## config.mk

```make
export PLATFORM = sky130hd
export DESIGN_NAME = int_nest_ctrl
export DESIGN_NICKNAME = d
export VERILOG_FILES = /design/src/rtl/int_pkg.sv /design/src/rtl/int_sync.sv /design/src/rtl/int_nest_ctrl.sv
export SDC_FILE = /design/constraint.sdc
export NUM_CORES = 1
export LEC_CHECK = 0
export ABC_AREA = 1
export BUFFER_PORTS_ARGS = -buffer_cell sky130_fd_sc_hd__buf_2
export CAP_MARGIN = 20
export CORE_UTILIZATION = 45
export DETAILED_ROUTE_END_ITERATION = 6
export GPL_ROUTABILITY_DRIVEN = 0
export PLACE_DENSITY = 0.77
export SYNTH_ARGS = -nofsm -noshare
export SYNTH_HDL_FRONTEND = slang
export SYNTH_HIERARCHICAL = 1
export SYNTH_SLANG_ARGS = --single-unit
```

## constraint.sdc

```tcl
create_clock -name clk -period 5.1 [get_ports clk]
set_input_delay 0.255 -clock clk [delete_from_list [all_inputs] [get_ports clk]]
set_output_delay 0.255 -clock clk [all_outputs]
set_load 0.02 [all_outputs]
```

## src/rtl/int_pkg.sv

```systemverilog
// int_pkg: shared defaults, level encoding, handler vectors and FSM states for the interrupt nesting controller.
package int_pkg;
  localparam int NSRC_DEF = 3;
  localparam int DEPTH_DEF = 3;
  localparam logic [1:0] LVL_NONE = 2'd0;
  localparam logic [31:0] VEC_IR1 = 32'h0000_0009;
  localparam logic [31:0] VEC_IR2 = 32'h0000_00c8;
  localparam logic [31:0] VEC_IR3 = 32'h0000_016c;
  typedef enum logic [1:0] {ST_IDLE, ST_ISSUE, ST_SERVE} state_e;
  function automatic logic [31:0] vec_of(input logic [1:0] idx);
    return idx == 2'd0 ? VEC_IR1 : idx == 2'd1 ? VEC_IR2 : VEC_IR3;
  endfunction
endpackage

```

## src/rtl/int_sync.sv

```systemverilog
// int_sync: 2-flop synchronizer plus rising-edge detect for one request line.
module int_sync (
  input  logic clk,
  input  logic CLR,
  input  logic d_i,
  output logic rise_o
);
  logic s1_q, s2_q, s3_q;
  logic [2:0] arm_q;
  always_ff @(posedge clk or negedge CLR) begin
    if (!CLR) begin
      s1_q  <= 1'b0;
      s2_q  <= 1'b0;
      s3_q  <= 1'b0;
      arm_q <= '0;
    end else begin
      s1_q  <= d_i;
      s2_q  <= s1_q;
      s3_q  <= s2_q;
      arm_q <= {arm_q[1:0], 1'b1};
    end
  end
  // edges are only trusted once s3 holds a real post-reset sample, so a line held high through reset is not a request
  assign rise_o = s2_q & ~s3_q & arm_q[2];
endmodule

```

## src/rtl/int_nest_ctrl.sv

```systemverilog
// int_nest_ctrl: prioritized nested interrupt controller with level stack, masking and stall-aware redirect.
module int_nest_ctrl import int_pkg::*; #(
  parameter int NSRC  = NSRC_DEF,
  parameter int DEPTH = DEPTH_DEF
) (
  input  logic            clk,
  input  logic            CLR,
  input  logic [NSRC-1:0] ir,
  input  logic            eret,
  input  logic            stall,
  input  logic            mask_we,
  input  logic [NSRC-1:0] mask_wdata,
  output logic            Int,
  output logic [31:0]     Iaddr,
  output logic [1:0]      cur_lvl,
  output logic [1:0]      depth,
  output logic            ie,
  output logic [NSRC-1:0] pending,
  output logic [NSRC-1:0] mask,
  output logic            err
);
  localparam logic [1:0] DMAX = 2'(DEPTH);
  state_e state_q, state_d;
  logic [NSRC-1:0] pending_q, pending_d, mask_q, mask_d, rise, elig;
  logic [DEPTH-1:0][1:0] stack_q, stack_d;
  logic [1:0] lvl_q, lvl_d, depth_q, depth_d, win, win_q, win_d;
  logic [31:0] iaddr_q, iaddr_d;
  logic int_q, int_d, err_q, err_d, any_elig, issue, pop, accept;

  for (genvar i = 0; i < NSRC; i++) begin : g_sync
    int_sync u_sync (.clk(clk), .CLR(CLR), .d_i(ir[i]), .rise_o(rise[i]));
  end

  assign elig = pending_q & ~mask_q;
  always_comb begin
    win = '0;
    any_elig = 1'b0;
    for (int k = NSRC - 1; k >= 0; k--)
      if (elig[k]) begin
        win = 2'(k);
        any_elig = 1'b1;
      end
  end

  assign ie     = (state_q != ST_ISSUE) && (depth_q < DMAX);
  assign issue  = any_elig && ie && !eret && (lvl_q == LVL_NONE || win + 2'd1 < lvl_q);
  assign pop    = eret && depth_q != 2'd0;
  assign accept = state_q == ST_ISSUE && !stall;

  // pop is applied before push so an eret landing on the acceptance cycle nests correctly
  always_comb begin
    state_d   = state_q;
    lvl_d     = lvl_q;
    depth_d   = depth_q;
    stack_d   = stack_q;
    int_d     = int_q;
    iaddr_d   = iaddr_q;
    win_d     = win_q;
    pending_d = pending_q;
    err_d     = err_q | (eret && depth_q == 2'd0);
    mask_d    = mask_we ? mask_wdata : mask_q;
    if (pop) begin
      lvl_d   = stack_q[depth_q - 2'd1];
      depth_d = depth_q - 2'd1;
      if (state_q == ST_SERVE && depth_q == 2'd1) state_d = ST_IDLE;
    end
    if (accept) begin
      stack_d[depth_d]  = lvl_d;
      lvl_d             = win_q + 2'd1;
      depth_d           = depth_d + 2'd1;
      pending_d[win_q]  = 1'b0;
      int_d             = 1'b0;
      state_d           = ST_SERVE;
    end
    if (issue) begin
      state_d = ST_ISSUE;
      int_d   = 1'b1;
      iaddr_d = vec_of(win);
      win_d   = win;
    end
    pending_d = pending_d | rise;
  end

  always_ff @(posedge clk or negedge CLR) begin
    if (!CLR) begin
      state_q   <= ST_IDLE;
      lvl_q     <= LVL_NONE;
      depth_q   <= '0;
      stack_q   <= '0;
      int_q     <= 1'b0;
      iaddr_q   <= '0;
      win_q     <= '0;
      pending_q <= '0;
      mask_q    <= '0;
      err_q     <= 1'b0;
    end else begin
      state_q   <= state_d;
      lvl_q     <= lvl_d;
      depth_q   <= depth_d;
      stack_q   <= stack_d;
      int_q     <= int_d;
      iaddr_q   <= iaddr_d;
      win_q     <= win_d;
      pending_q <= pending_d;
      mask_q    <= mask_d;
      err_q     <= err_d;
    end
  end

  assign Int     = int_q;
  assign Iaddr   = iaddr_q;
  assign cur_lvl = lvl_q;
  assign depth   = depth_q;
  assign pending = pending_q;
  assign mask    = mask_q;
  assign err     = err_q;
endmodule

```

==> impl_metrics.yaml, run 1 <==
status:
  status: "complete, but fails checks"
  failed_checks: "DRC"
final_layout:
  post-route-cell-area_um2: 2310
  num_antenna_cells: 0
  finalNonFillerCells: 300
  nets: 270
  finish.utilization_pct: 52.1
  fill_cells: 414
  drive_gt1_share_pct: 23.0
  syn2layout_area_growth_pct: 9.60
die:
  dieArea_um2: 4970
  fp.dieW_um: 70.5
  die_y_um: 70.5
  coreArea_um2: 4440
  pin_count: 56
  start_util_pct: 47.5
  core.rowCount: 24
yosys:
  syn_avg_cell_area_um2: 9.86
  syn_area_um2: 2110
  ys_warn_count: 6
  synth.most_common_cell: "dfrtp_1"
  synth_seq_cells: 45
  synth-edff-count: 0
  synthCells: 214
  synth_common_cells: "dfrtp_1 (45), nand2_1 (42), buf_4 (27), inv_1 (24), nand3_1 (13)"
  yosysSeqAreaShare_pct: 53.3
  yosysTopAreaCell: "dfrtp_1"
  synth.area.top_cells: "dfrtp_1 (53%), buf_4 (9.6%), nand2_1 (7.5%)"
  synth-async-reset-ratio_pct: 100
  synth_top_area_share_pct: 53.3
  synth_cell_types: 24
  ys.flop_type: "dfrtp_1"
clock_tree:
  cts-root-buf: "clkbuf_8"
  cts_buffers: 5
  clk-insertion-delay-late_ns: 0.30
  cts_hold_buf: 0
  htree_levels: 2
  post_cts_resized: 0
  cts_sinks: 45
  path_clk_slew_ns: 0.08
  cts_tree: "built"
  postCtsSetupRepairBufs: 0
  cts_max_path_buffers: 2
worst_setup_path:
  r2r_start: "pending[0]$_DFF_PN0_"
  arrival_ns: 2.19
  critPathMostFrequentCell: "nand2_1"
  critPathSlowestCell: "dfrtp_1"
  worstPathCellList: "nand2_1, nand2_1, nor3_1, inv_1, ha_1, ha_1, nand2_1, nand2_1, nand2_2, nand2_4, nand2_1, nand2_1"
  r2r_cells: 12
  max_stage_delay_ns: 0.40
  crit_path_end_kind: "register"
  worstSetupStartpointType: "register"
  cp-startpoint: "pending[0]$_DFF_PN0_"
  worst-path-max-fanout: 9
  crit_type: "reg -> reg"
  worstPathRequired_ns: 5.29
timing:
  skew_ns: 0.00548
  grt_setup_unrepaired: "false"
  period_minus_slack_ns: 2.00
  drv_slew: 0
  fin_ws_ns: 3.10
  setup-violations-final: 0
  worst_pin_slew_ns: 0.938
  finalHoldViolCount: 0
  fin_tns_setup_ns: 0
  slew_headroom_pct: 37.4
  fmax_ghz: 0.499
  post-route-period-util_pct: 39.3
global_routing:
  use_met1_pct: 16.8
  grt.overflow.total: 0
  use_met3_pct: 4.91
  antenna_found_initial: 0
  grt_usage_pct: 14.3
  grtUsageMet2_pct: 23.2
  grt_max_degree: 46
  top_usage_layer: "met2"
  first_global_vias: 1245
  grt_first_pass_wirelength_um: 5350
detailed_routing:
  first_pass_iters: 6
  routed_wl_um: 3130
  drt-initial-drc-count: 57
  via_per_inst: 4.51
  drcViolationCount: 6
  post_drt_wl_per_cell_um: 10.4
  ant_nets: 0
  vias: 1353
power:
  p_per_area_nw_per_um2: 586
  p_sw_share_pct: 41.7
  sequentialPowerShare_pct: 37.9
  pwr-share-clk_pct: 19.4
  p_leak_nw: 1.23
  power.switching_mw: 0.565
  p_int_mw: 0.791
  ir_worst_vdd_uv: 210
  pwr-share-comb_pct: 42.7
min_path:
  min_from: "ir[1]"
  hold_depth: 1
  hp-class: "in -> reg"
placement:
  port_buffers: 30
  pre_cts_slack_ns: 3.10
  placed_area_um2: 2200
  placed_cells_incl_taps: 292
  hpwl_um: 2350
job:
  cap_violations: 0
stage by stage:
step | hold slack (ns) | total power, mW
detailed placement | 0.335 | 1.11
floorplan | -0.0406 | 0.974
finish | 0.0626 | 1.36
global placement | 0.331 | 1.08
CTS | 0.0501 | 1.37
global route | 0.0452 | 1.47
registers in the layout, summed over array words and instances, names as in the netlist:
register,cells
Iaddr,5
Int,1
cur_lvl,2
depth,2
err,1
g_sync.u_sync/arm_q,9
g_sync.u_sync/s1_q,3
g_sync.u_sync/s2_q,3
g_sync.u_sync/s3_q,3
mask,3
pending,3
stack_q,6
state_q,2
win_q,2
cells by family after synthesis:
logic type | Yosys count | share of synthesized area (%)
compound gates | 23 | 5.87
buf+inv | 54 | 14.8
fa+ha+maj | 12 | 7.11
simple gates | 74 | 17.0
flops | 45 | 53.3
other cells | 4 | 0.711
xor+xnor | 2 | 1.19
power groups by stage:
stage	combinational [mW]	clock, mW	sequential (mW)
2_1_floorplan	0.410	0	0.565
3_3_place_gp	0.562	0	0.518
3_5_place_dp	0.584	0	0.521
4_1_cts	0.587	0.272	0.514
5_1_grt	0.660	0.286	0.526
6_report	0.579	0.263	0.514
area by class of cell:
cell class,count,area (µm²),area share [%]
tap,52,65.1,2.81
timing repair buffer,30,150,6.49
multi-input combinational,139,763,33.0
clock inverter,2,38.8,1.68
sequential,45,1130,48.7
clock buffer,6,72.6,3.14
inverter,26,97.6,4.22
path summary, 6_finish.rpt:
path	endpoint	slack, ns
hold reg to reg	g_sync[1].u_sync/arm_q[1]$_DFF_PN0_	0.34
hold / removal	g_sync[1].u_sync/s1_q$_DFF_PN0_	0.06
max in group asynchronous	g_sync[1].u_sync/s1_q$_DFF_PN0_	4.42
min in group asynchronous	Iaddr[7]$_DFFE_PN0P_	0.10
setup / recovery	win_q[0]$_DFFE_PN0P_	3.10
setup reg to reg	win_q[0]$_DFFE_PN0P_	3.10
worst max-delay path, delay by kind of cell (launching register included):
family	cells	cell delay [ns]
and+or+nand+nor	9	0.83
buffers and inverters	1	0.10
DFF	1	0.40
adders and majority gates	2	0.55
cells in the final DEF, fill, tap and decap left out, types with 6 or more instances in the layout:
cell type  Yosys  routed
buf_2          0      30
conb_1         4      28
dfrtp_1       45      45
ha_1          12      12
inv_1         24      24
nand2_1       42      42
nand3_1       13      13
o21ai_0        6       6
o21ai_1        9       9
per-layer routing:
layer	up-vias	share of wire [%]
li1	673	-
met1	634	43
met2	38	49
met3	8	5.5
met4	0	2.5
met5	-	0
Power figures use the tool's default switching activity.
==> run 2, diff against run 1 <==
PLACE_DENSITY = 0.8   (was 0.77)
clock period = 1.7 ns   (was 5.1 ns; I/O delays follow)
==> impl_metrics.yaml, run 2 (synthesized netlist as in run 1, its figures left out) <==
worst_setup_path:
  reg2reg_to: "Iaddr[7]$_DFFE_PN0P_"
  r2r_start: "pending[1]$_DFF_PN0_"
  worst-path-max-fanout: 7
  worstSetupStartpointType: "register"
  arrival_ns: 2.16
  regToRegSetupSlack_ns: -0.27
  crit_path_end_kind: "register"
  r2r_cells: 12
  worstPathRequired_ns: 1.90
  crit_type: "reg -> reg"
final_layout:
  layout_common_cells: "dfrtp_1 (39), nand2_1 (35), buf_2 (30)"
  syn2layout_area_growth_pct: 25.8
  drive_gt1_share_pct: 37.2
  num_antenna_cells: 0
  largest_register_ffs: 9
  top_register: "g_sync.u_sync/arm_q"
  nets: 299
  finalNonFillerCells: 329
  mostFrequentLayoutCell: "dfrtp_1"
power:
  p_leak_nw: 1.37
  p_sw_share_pct: 43.2
  power.switching_mw: 2.08
  p_int_mw: 2.73
  ir_worst_vdd_uv: 653
  power.total_mw: 4.80
  pwr-share-clk_pct: 14.3
  p_per_area_nw_per_um2: 1810
  sequentialPowerShare_pct: 31.9
  pwr-share-comb_pct: 53.8
global_routing:
  grt_first_pass_wirelength_um: 6090
  antenna_found_initial: 0
  first_global_vias: 1414
  grt_max_degree: 23
  grt_usage_pct: 16.1
  grt.overflow.total: 0
timing:
  period_minus_slack_ns: 1.97
  skew_ns: 0.00731
  finalHoldViolCount: 0
  fin_ws_ns: -0.265
  drv_slew: 0
  fmax_ghz: 0.509
  grt_setup_unrepaired: "true"
  post-route-period-util_pct: 116
  setup-violations-final: 10
die:
  pin_count: 56
  core.rowCount: 24
  start_util_pct: 47.5
  coreArea_um2: 4440
  fp.dieW_um: 70.5
  die_y_um: 70.5
  dieArea_um2: 4970
placement:
  port_buffers: 30
  hpwl_um: 2590
  placed_cells_incl_taps: 308
clock_tree:
  clk-insertion-delay-late_ns: 0.30
  htree_levels: 2
  cts_sinks: 45
  path_clk_slew_ns: 0.09
  cts_tree: "built"
  cts_max_path_buffers: 2
  cts-root-buf: "clkbuf_8"
  cts_buffers: 5
min_path:
  hold_depth: 2
  min_from: "mask_we"
  hp-class: "in -> reg"
  whs_endpoint: "mask[2]$_DFFE_PN0P_"
detailed_routing:
  drcViolationCount: 8
  routed_wl_um: 3870
  post_drt_wl_per_cell_um: 11.8
  first_pass_iters: 6
  via_per_inst: 4.63
  drt-initial-drc-count: 89
  ant_nets: 0
  vias: 1523
job:
  cap_violations: 0
status:
  failed_checks: "DRC, setup timing"
  status: "complete, but fails checks"
## run 2: final cells by class
cell class              count  area [µm²]
fillers                   364        1790
repair buffers             58         384
clock buffers               5        68.8
inverters                  26         100
well taps                  52        65.1
clock inverters             3        25.0
multi-input cells         140         878
flip-flops and latches     45        1130
## run 2: how the worst max path moves through the flow
stage                                end  slack (ns)            startpoint
global route        Iaddr[7]$_DFFE_PN0P_       -0.35   mask[1]$_DFFE_PN0P_
CTS                 win_q[0]$_DFFE_PN0P_       -0.21  pending[1]$_DFF_PN0_
finish              Iaddr[7]$_DFFE_PN0P_       -0.27  pending[1]$_DFF_PN0_
floorplan           Iaddr[5]$_DFFE_PN0P_       -0.16  pending[0]$_DFF_PN0_
detailed placement  Iaddr[5]$_DFFE_PN0P_       -0.26  pending[1]$_DFF_PN0_
global placement    win_q[1]$_DFFE_PN0P_       -0.14  pending[1]$_DFF_PN0_
## run 2: repair_timing
item | 4_1_cts | 5_1_grt
pin swaps | 1 | 13
hold buffers | 8 | 0
setup endpoints to repair | 10 | 14
resized for setup | 4 | 19
endpoints found under the hold margin | 52 | 0
cloned | 1 | 0
setup buffers | 1 | 3
## run 2: power by group through the flow
stage | registers, mW | clock network, mW | logic, mW
2_1_floorplan | 1.71 | 0 | 1.25
3_3_place_gp | 1.53 | 0 | 1.96
3_5_place_dp | 1.54 | 0 | 2.03
4_1_cts | 1.52 | 0.708 | 2.14
5_1_grt | 1.57 | 0.741 | 2.83
6_report | 1.53 | 0.688 | 2.58
## run 2: metrics by stage
stage	area (µm²)	utilization [%]	hold WS (ns)	worst slack, ns	setup TNS [ns]
floorplan	2220	-	-0.211	-0.159	-1.30
global placement	2340	52.7	-0.0420	-0.135	-1.09
detailed placement	2340	52.7	-0.0369	-0.263	-2.22
CTS	2550	57.3	0.0278	-0.208	-1.74
global route	2660	59.7	0.0874	-0.351	-3.09
finish	2660	59.7	0.0346	-0.265	-2.04
## run 2: worst max-delay path, stage by stage (launching register included)
cell and delay [ns]:
dfrtp_2 0.43, nand2_2 0.07, nand2_2 0.07, nor3_4 0.23
inv_2 0.09, ha_4 0.26, ha_4 0.27, nand2_4 0.05
nand2_4 0.09, nand2_8 0.08, buf_6 0.13, nand3_2 0.04
nand2_1 0.06
## run 2: metal layers
metal	track usage (%)	wire, µm	vias up
li1	-	-	730
met1	17.6	1560	738
met2	29.4	2070	49
met3	5.05	180	6
met4	4.76	61	0
met5	0	0	-
==> run 3, diff against run 2 <==
CORE_MARGIN = 4   (was default)
PLACE_DENSITY = 0.77   (was 0.8)
clock period = 2.5 ns   (was 1.7 ns; I/O delays follow)
==> impl_metrics.yaml, run 3 (synthesized netlist as in run 1, its figures left out) <==
job:
  cap_violations: 0
die:
  start_util_pct: 47.5
  fp.dieW_um: 76.5
  pin_count: 56
  core.rowCount: 24
  dieArea_um2: 5850
  coreArea_um2: 4440
  die_y_um: 76.5
detailed_routing:
  post_drt_wl_per_cell_um: 10.7
  via_per_inst: 4.41
  ant_nets: 0
  vias: 1340
  routed_wl_um: 3270
  first_pass_iters: 4
  drt-initial-drc-count: 55
  drcViolationCount: 0
status:
  status: "complete, but fails checks"
  failed_checks: "hold timing"
worst_setup_path:
  reg2reg_to: "win_q[0]$_DFFE_PN0P_"
  regToRegSetupSlack_ns: 0.49
  crit_path_end_kind: "register"
  r2r_start: "mask[0]$_DFFE_PN0P_"
  crit_type: "reg -> reg"
  arrival_ns: 2.20
  worstPathRequired_ns: 2.69
  worst-path-max-fanout: 9
  worstSetupStartpointType: "register"
  r2r_cells: 13
final_layout:
  nets: 274
  mostFrequentLayoutCell: "dfrtp_1"
  multiInputGateArea_um2: 763
  seq_area_um2: 1130
  num_antenna_cells: 0
  layout_common_cells: "dfrtp_1 (45), nand2_1 (42), buf_2 (30)"
  largest_register_ffs: 9
  finish.utilization_pct: 52.5
  top_register: "g_sync.u_sync/arm_q"
  syn2layout_area_growth_pct: 10.6
  drive_gt1_share_pct: 23.4
  fill_cells: 418
placement:
  port_buffers: 30
  hpwl_um: 2510
clock_tree:
  htree_levels: 2
  clk-insertion-delay-late_ns: 0.29
  cts_hold_buf: 3
  cts_tree: "built"
  cts_buffers: 5
  cts_sinks: 45
  cts_max_path_buffers: 2
  path_clk_slew_ns: 0.09
  post_cts_resized: 0
  cts-root-buf: "clkbuf_8"
  postCtsSetupRepairBufs: 0
timing:
  setup-violations-final: 0
  drv_slew: 0
  skew_ns: 0.00478
  period_minus_slack_ns: 2.01
  slew_headroom_pct: 37.7
  hold_ws_ns: -0.0363
  post-route-period-util_pct: 80.5
  grt_setup_unrepaired: "false"
  fin_tns_setup_ns: 0
  fmax_ghz: 0.497
  worst_pin_slew_ns: 0.935
  finalHoldViolCount: 45
global_routing:
  grt_max_degree: 46
  antenna_found_initial: 0
  grt_first_pass_wirelength_um: 5600
  grt.overflow.total: 0
  first_global_vias: 1278
  grt_usage_pct: 11.9
power:
  p_leak_nw: 1.24
  power.total_mw: 2.69
  ir_worst_vdd_uv: 323
  p_per_area_nw_per_um2: 1150
min_path:
  hp-class: "in -> async"
[run 3: changes by cell type in the layout (fill, tap and decap cells not counted), sizes merged]
| cell | previous run | this run |
|---|---|---|
| inv | 28 | 27 |
| dlygate4sd3 | 8 | 3 |
| clkinv | 0 | 1 |
| nand2 | 49 | 48 |
| buf | 50 | 31 |
[run 3: routing by layer]
| layer | GRT usage [%] | wire length [µm] | share of wire [%] |
|---|---|---|---|
| met3 | 4.37 | 233 | 7.1 |
| met2 | 20.4 | 1670 | 51 |
| met4 | 3.80 | 44 | 1.3 |
| met5 | 0 | 0 | 0 |
| met1 | 13.7 | 1320 | 40 |
[run 3: final cells by class]
cell class / instances / area share (%)
inverters: 26 / 4.18
flip-flops and latches: 45 / 48.3
multi-input cells: 139 / 32.7
well taps: 52 / 2.79
repair buffers: 34 / 8.04
clock buffers: 5 / 2.95
clock inverters: 3 / 1.07
[run 3: worst max-delay path by stage]
| stage | to | slack (ns) | startpoint |
|---|---|---|---|
| after floorplan | Iaddr[5]$_DFFE_PN0P_ | 0.53 | mask[0]$_DFFE_PN0P_ |
| after global placement | win_q[1]$_DFFE_PN0P_ | 0.57 | pending[0]$_DFF_PN0_ |
| after detailed placement | win_q[0]$_DFFE_PN0P_ | 0.49 | mask[0]$_DFFE_PN0P_ |
| after CTS | win_q[0]$_DFFE_PN0P_ | 0.47 | mask[0]$_DFFE_PN0P_ |
| after global routing | Iaddr[7]$_DFFE_PN0P_ | 0.29 | mask[0]$_DFFE_PN0P_ |
| final | win_q[0]$_DFFE_PN0P_ | 0.49 | mask[0]$_DFFE_PN0P_ |
[run 3: where the power goes]
part	leakage [nW]	switching, mW	internal, mW
Combinational	0.664	0.779	0.410
Clock	0.0447	0.250	0.202
Sequential	0.531	0.135	0.912
Total	1.24	1.16	1.52
[run 3: stage by stage]
| stage | hold slack [ns] | setup slack [ns] | instances | area, µm² |
|---|---|---|---|---|
| floorplan | -0.171 | 0.531 | 238 | 2200 |
| global placement | 0.234 | 0.575 | 293 | 2210 |
| detailed placement | 0.235 | 0.490 | 293 | 2210 |
| CTS | 0.00737 | 0.468 | 304 | 2330 |
| global route | 0.0319 | 0.287 | 304 | 2330 |
| finish | -0.0363 | 0.488 | 304 | 2330 |
[run 3: critical path: stages, from the launching register on]
cell	delay, ns
dfrtp_1	0.36
inv_1	0.05
nand2_1	0.09
nand2_1	0.07
nor3_1	0.20
inv_1	0.10
ha_1	0.28
ha_1	0.27
nand2_1	0.07
nand2_1	0.05
nand2_2	0.14
nand2_4	0.10
nand2_1	0.07
nand2_1	0.05
